File: config.mk
export PLATFORM = sky130hd
export DESIGN_NAME = hc74_dual_dff_flat
export DESIGN_NICKNAME = d
export VERILOG_FILES = /design/src/rtl/hc74_dual_dff_if.sv /design/src/rtl/hc74_dual_dff.sv /design/src/flat_wrapper.sv
export SDC_FILE = /design/constraint.sdc
export NUM_CORES = 1
export LEC_CHECK = 0
export ABC_AREA = 1
export ABC_CLOCK_PERIOD_IN_PS = 800
export CORE_AREA = 2 2 44 46
export DETAILED_ROUTE_END_ITERATION = 8
export DIE_AREA = 0 0 46 48
export HOLD_SLACK_MARGIN = 0.05
export PLACE_DENSITY = 0.67
export SLEW_MARGIN = 25
export SYNTH_ARGS = -nofsm -noshare
export SYNTH_HDL_FRONTEND = slang
export SYNTH_SLANG_ARGS = --single-unit
File: constraint.sdc
create_clock -name Clk -period 0.8 [get_ports Clk]
set_input_delay 0.08 -clock Clk [delete_from_list [all_inputs] [get_ports Clk]]
set_output_delay 0.08 -clock Clk [all_outputs]
set_load 0.005 [all_outputs]
File: src/rtl/hc74_dual_dff_if.sv
// Pin bundle of the dual D flip-flop: per-channel preset/clear/strobe/data in, Q/Q_N out.
// Pure wiring, no latency of its own.
// No backpressure; the pins are plain levels.
interface hc74_dual_dff_if;
    logic S1;
    logic R1;
    logic Clk1;
    logic D1;
    logic S2;
    logic R2;
    logic Clk2;
    logic D2;
    logic Q1;
    logic Q1_N;
    logic Q2;
    logic Q2_N;

    // Driver side (board / bench): owns the channel inputs, observes the outputs.
    modport master (
        output S1, R1, Clk1, D1, S2, R2, Clk2, D2,
        input  Q1, Q1_N, Q2, Q2_N
    );

    // Flip-flop side.
    modport slave (
        input  S1, R1, Clk1, D1, S2, R2, Clk2, D2,
        output Q1, Q1_N, Q2, Q2_N
    );
endinterface

File: src/rtl/hc74_dual_dff.sv
// 74HC74 dual D flip-flop emulated on one system clock; channel strobes are edge-detected levels.
// Latency: pin change to Q/Q_N is SYNC_STAGES+1 Clk cycles (S, R and strobe edges alike).
// No backpressure; every input is sampled every Clk cycle.
module hc74_dual_dff #(
    parameter int SYNC_STAGES = 2
) (
    input  logic Clk,
    input  logic Rst_N,
    hc74_dual_dff_if.slave bus
);

    logic [1:0] s_pin;
    logic [1:0] r_pin;
    logic [1:0] c_pin;
    logic [1:0] d_pin;
    logic [1:0] q_vec;
    logic [1:0] qn_vec;

    assign s_pin = {bus.S2,   bus.S1};
    assign r_pin = {bus.R2,   bus.R1};
    assign c_pin = {bus.Clk2, bus.Clk1};
    assign d_pin = {bus.D2,   bus.D1};

    assign bus.Q1   = q_vec[0];
    assign bus.Q1_N = qn_vec[0];
    assign bus.Q2   = q_vec[1];
    assign bus.Q2_N = qn_vec[1];

    for (genvar ch = 0; ch < 2; ch++) begin : g_ch
        // Bit 0 is the first stage; the top bit is the synchronized value.
        logic [SYNC_STAGES-1:0] s_sync_q;
        logic [SYNC_STAGES-1:0] r_sync_q;
        logic [SYNC_STAGES-1:0] c_sync_q;
        logic [SYNC_STAGES-1:0] d_sync_q;
        logic                   s_s;
        logic                   r_s;
        logic                   c_s;
        logic                   d_s;
        logic                   cap_edge;
        logic                   prev_q;
        logic                   st_q;
        logic                   st_d;
        logic                   q_q;
        logic                   q_d;
        logic                   qn_q;
        logic                   qn_d;

        assign s_s = s_sync_q[SYNC_STAGES-1];
        assign r_s = r_sync_q[SYNC_STAGES-1];
        assign c_s = c_sync_q[SYNC_STAGES-1];
        assign d_s = d_sync_q[SYNC_STAGES-1];

        // prev_q resets high so a strobe that is still high from before reset is not an edge.
        assign cap_edge = c_s & ~prev_q;

        // Equal-length chains keep S, R, strobe and D aligned; S/R reset to their inactive level.
        always_ff @(posedge Clk) begin
            if (!Rst_N) begin
                s_sync_q <= '1;
                r_sync_q <= '1;
                c_sync_q <= '0;
                d_sync_q <= '0;
            end else begin
                s_sync_q <= (s_sync_q << 1) | SYNC_STAGES'(s_pin[ch]);
                r_sync_q <= (r_sync_q << 1) | SYNC_STAGES'(r_pin[ch]);
                c_sync_q <= (c_sync_q << 1) | SYNC_STAGES'(c_pin[ch]);
                d_sync_q <= (d_sync_q << 1) | SYNC_STAGES'(d_pin[ch]);
            end
        end

        // Preset/clear are levels and win over strobes; a strobe seen while either is active is dropped.
        always_comb begin
            st_d = st_q;
            q_d  = st_q;
            qn_d = ~st_q;
            if (!s_s && !r_s) begin
                st_d = 1'b1;
                q_d  = 1'b1;
                qn_d = 1'b1;
            end else if (!s_s) begin
                st_d = 1'b1;
                q_d  = 1'b1;
                qn_d = 1'b0;
            end else if (!r_s) begin
                st_d = 1'b0;
                q_d  = 1'b0;
                qn_d = 1'b1;
            end else if (cap_edge) begin
                st_d = d_s;
                q_d  = d_s;
                qn_d = ~d_s;
            end
        end

        // Stored bit, registered outputs and strobe history; prev_q advances every cycle so ignored edges are consumed.
        always_ff @(posedge Clk) begin
            if (!Rst_N) begin
                prev_q <= 1'b1;
                st_q   <= 1'b0;
                q_q    <= 1'b0;
                qn_q   <= 1'b1;
            end else begin
                prev_q <= c_s;
                st_q   <= st_d;
                q_q    <= q_d;
                qn_q   <= qn_d;
            end
        end

        assign q_vec[ch]  = q_q;
        assign qn_vec[ch] = qn_q;
    end

endmodule

File: src/flat_wrapper.sv
// flat-port wrapper written by rule: the top's interface ports become plain ports
module hc74_dual_dff_flat 
#(
    parameter int SYNC_STAGES = 2
)
  (Clk, Rst_N, bus_S1, bus_R1, bus_Clk1, bus_D1, bus_S2, bus_R2, bus_Clk2, bus_D2, bus_Q1, bus_Q1_N, bus_Q2, bus_Q2_N);
  hc74_dual_dff_if bus_i ();
  input  logic Clk;
  input  logic Rst_N;
  input wire logic [$bits(bus_i.S1)-1:0] bus_S1;
  input wire logic [$bits(bus_i.R1)-1:0] bus_R1;
  input wire logic [$bits(bus_i.Clk1)-1:0] bus_Clk1;
  input wire logic [$bits(bus_i.D1)-1:0] bus_D1;
  input wire logic [$bits(bus_i.S2)-1:0] bus_S2;
  input wire logic [$bits(bus_i.R2)-1:0] bus_R2;
  input wire logic [$bits(bus_i.Clk2)-1:0] bus_Clk2;
  input wire logic [$bits(bus_i.D2)-1:0] bus_D2;
  output wire logic [$bits(bus_i.Q1)-1:0] bus_Q1;
  output wire logic [$bits(bus_i.Q1_N)-1:0] bus_Q1_N;
  output wire logic [$bits(bus_i.Q2)-1:0] bus_Q2;
  output wire logic [$bits(bus_i.Q2_N)-1:0] bus_Q2_N;
  assign bus_i.S1 = bus_S1;
  assign bus_i.R1 = bus_R1;
  assign bus_i.Clk1 = bus_Clk1;
  assign bus_i.D1 = bus_D1;
  assign bus_i.S2 = bus_S2;
  assign bus_i.R2 = bus_R2;
  assign bus_i.Clk2 = bus_Clk2;
  assign bus_i.D2 = bus_D2;
  assign bus_Q1 = bus_i.Q1;
  assign bus_Q1_N = bus_i.Q1_N;
  assign bus_Q2 = bus_i.Q2;
  assign bus_Q2_N = bus_i.Q2_N;
  hc74_dual_dff #(.SYNC_STAGES(SYNC_STAGES)) u_core (.Clk(Clk), .Rst_N(Rst_N), .bus(bus_i));
endmodule
==> metrics.md <==
| Metric | Value |
|---|---|
| Status | `complete, but fails checks` |
| Violated checks | `negative setup slack` |
| Initial antenna violation count | `0` |
| CORE AREA | `1690 µm²` |
| Worst slew margin | `0.820` |
| Largest cells by area after synthesis | `dfxtp_1, inv_1, nand2_1` |
| Final worst slack | `-0.0227 ns` |
| # port buffers | `13` |
| Final Max Tran Viols | `0` |
| Clock Path Buffers | `2` |
| Synthesized instance count | `82` |
| P_leak | `0.000507 µW` |
| Num CTS Buffers | `3` |
| Clk_lat worst skew | `0.29 ns` |
| Worst-path cell chain | `buf_2` |
| CP Launch Type | `register` |
| Die Wd | `46 µm` |
| Worst hold path type | `in -> reg` |
| DR pass1 iterations | `1` |
| Syn Area/Cell | `8.41 µm²` |
| I/O pins | `14` |
| Cell taking the most area after synthesis | `dfxtp_1` |
| Post-cts hold buffer count | `0` |
| CTS tree | `done` |
| Min Tclk post-route | `0.823 ns` |
| Crit. End Element | `primary output` |
| Initial core utilization | `0.408` |
| DIE AREA | `2210 µm²` |
| Switching Fraction | `0.205` |
| Clock tree sinks | `22` |
| Worst Path Max Fanout | `2` |
| Root Buffer | `clkbuf_4` |
| Site Rows | `15` |
| Total number of vias | `472` |
| Via density | `4.07` |
| Synth top area share | `0.639` |
| Global-route wire length before repair | `1.28 mm` |
| Gate power share | `0.081` |
| Kind of critical path | `reg -> out` |
| Flops & latches, synth | `22` |
| Slowest CP cell | `dfxtp_2` |
| Clock group share of total power | `0.260` |
| Int Pwr | `1410 µW` |
| Slew @ Worst Pin | `0.269 ns` |
| Synth cell types | `10` |
| Switching power of the nets | `362 µW` |
| Final Skew | `0.00611 ns` |
| DRC Markers | `0` |
| Final Hold Vio Count | `0` |
| VDD IR-drop max | `0.000803 V` |
| Clk pin slew, worst setup/hold paths | `0.11 ns` |
| Largest net degree at the start of global routing | `12` |
| Number of global-route vias before repair | `354` |
| Dpl hpwl | `663 µm` |
| Nets | `111` |
| Post-Route WL | `857 µm` |
| Period utilization | `1.03` |
| Bufs and invs on worst path | `1` |
| Area grow syn2layout | `25.0%` |
| Dpl cells | `113` |
| RePlAce Congestion | `0.757` |
| Slowest stage delay, CP | `0.33 ns` |
| Antenna diodes | `0` |
| Ys Warns | `0` |
| DRT iter0 DRCs | `0` |
| Top Family by Delay on Critical Path | `flip-flops` |
| Antenna Violating Nets Remaining | `0` |
| DIE HEIGHT | `48 µm` |
| Layout cells sized above 1 | `0.141` |
| Wirelength per Cell | `7.39 µm` |
| Pwr Density | `2050 nW/µm²` |
| # Max-Cap Violations | `0` |
| Crit path DAT | `0.74 ns` |
| RSZ-0062 raised after global routing | `true` |
| Sequential area share after synthesis | `0.639` |
| Syn nets | `92` |
| Seq pwr share | `0.660` |
| Power Total | `1770 µW` |
| Fmax | `1.22 GHz` |
| Layout Cells excl Fill | `116` |
| GR Overflow Total | `0` |
| Htree depth | `1` |
| Setup-failing EPs final | `2` |
| GR Util All Layers | `0.0894` |
| Cell Area, Synth | `689 µm²` |
| Worst endpoint required time | `0.72 ns` |
-- sequential cells by signal, indices dropped and copies added, names as in the netlist --
signal                count
u_core.g_ch.r_sync_q      4
u_core.g_ch.c_sync_q      4
u_core.g_ch.prev_q        2
u_core.g_ch.s_sync_q      4
u_core.bus.Q1_N           1
u_core.g_ch.st_q          2
u_core.bus.Q2_N           1
u_core.g_ch.d_sync_q      4
-- worst register-to-register path: cells and delay by family, from the launching register on --
family        cells  cell delay (ns)
buf+inv           1             0.05
simple gates      4             0.25
flops             1             0.33
-- path summary, 6_finish.rpt --
path                           endpoint  depth (start not counted)  slack (ns)                        from
min reg2reg  u_core.g_ch[0].s_sync_q[1]                          2        0.42  u_core.g_ch[0].s_sync_q[0]
max                              bus_Q1                          1       -0.02         u_core.g_ch[0].st_q
min               u_core.g_ch[0].prev_q                          2         0.1                       Rst_N
max reg2reg         u_core.g_ch[0].st_q                          5        0.07       u_core.g_ch[0].prev_q
-- power groups by stage --
stage | combinational [µW] | clock, µW | sequential, µW
2_1_floorplan | 71.5 | 0 | 1190
6_report | 143 | 459 | 1170
3_3_place_gp | 149 | 0 | 1190
4_1_cts | 144 | 499 | 1170
5_1_grt | 163 | 525 | 1180
3_5_place_dp | 152 | 0 | 1190
-- cells in the mapped netlist (all sizes together) --
library cell  count
nor2              4
nand2            22
a21oi             2
buf               2
dfxtp            22
o21bai            2
inv              24
o21ai             2
nand3             2
-- cell type report --
cell class	instances	area (µm²)
fill	165	827
sequential	22	443
multi-input combinational	34	150
timing repair buffer	16	135
inverter	24	90.1
clock buffer	3	22.5
tap	17	21.3
-- kinds of logic (layout without fill, tap and decap cells) --
family	after synthesis	after routing	share of synthesized area
simple gates	28	28	0.156
compound gates	6	6	0.0508
flops	22	22	0.639
buf+inv	26	43	0.154
-- layout by cell type (no fill, tap or decap), drive strengths merged --
cell	instances
inv	24
nand2	22
dfxtp	22
clkdlybuf4s50	8
buf	7
nor2	4
clkbuf	3
o21ai	2
a21oi	2
nand3	2
o21bai	2
dlymetal6s2s	1
-- per-layer routing --
metal	part of all wire	global-route usage
met1	0.44	0.0920
met3	0.060	0.0113
met5	0	0
met2	0.47	0.139
met4	0.022	0.120
-- metrics by stage --
| stage | area (µm²) | setup WS [ns] | util | TNS, ns | hold slack [ns] |
|---|---|---|---|---|---|
| finish | 862 | -0.0227 | 0.510 | -0.0345 | 0.0998 |
| global route | 862 | -0.0557 | 0.510 | -0.155 | 0.113 |
| CTS | 852 | -0.0461 | 0.504 | -0.106 | 0.276 |
| detailed placement | 847 | -0.268 | 0.501 | -5.41 | 0.393 |
| global placement | 847 | -0.254 | 0.501 | -5.13 | 0.381 |
| floorplan | 689 | 0.108 | - | 0 | 0.165 |
-- repair_timing --
action,CTS,global route
resized for setup,18,3
setup endpoints to repair,4,10
setup buffers,0,0
(Power assumes the default switching activity.)
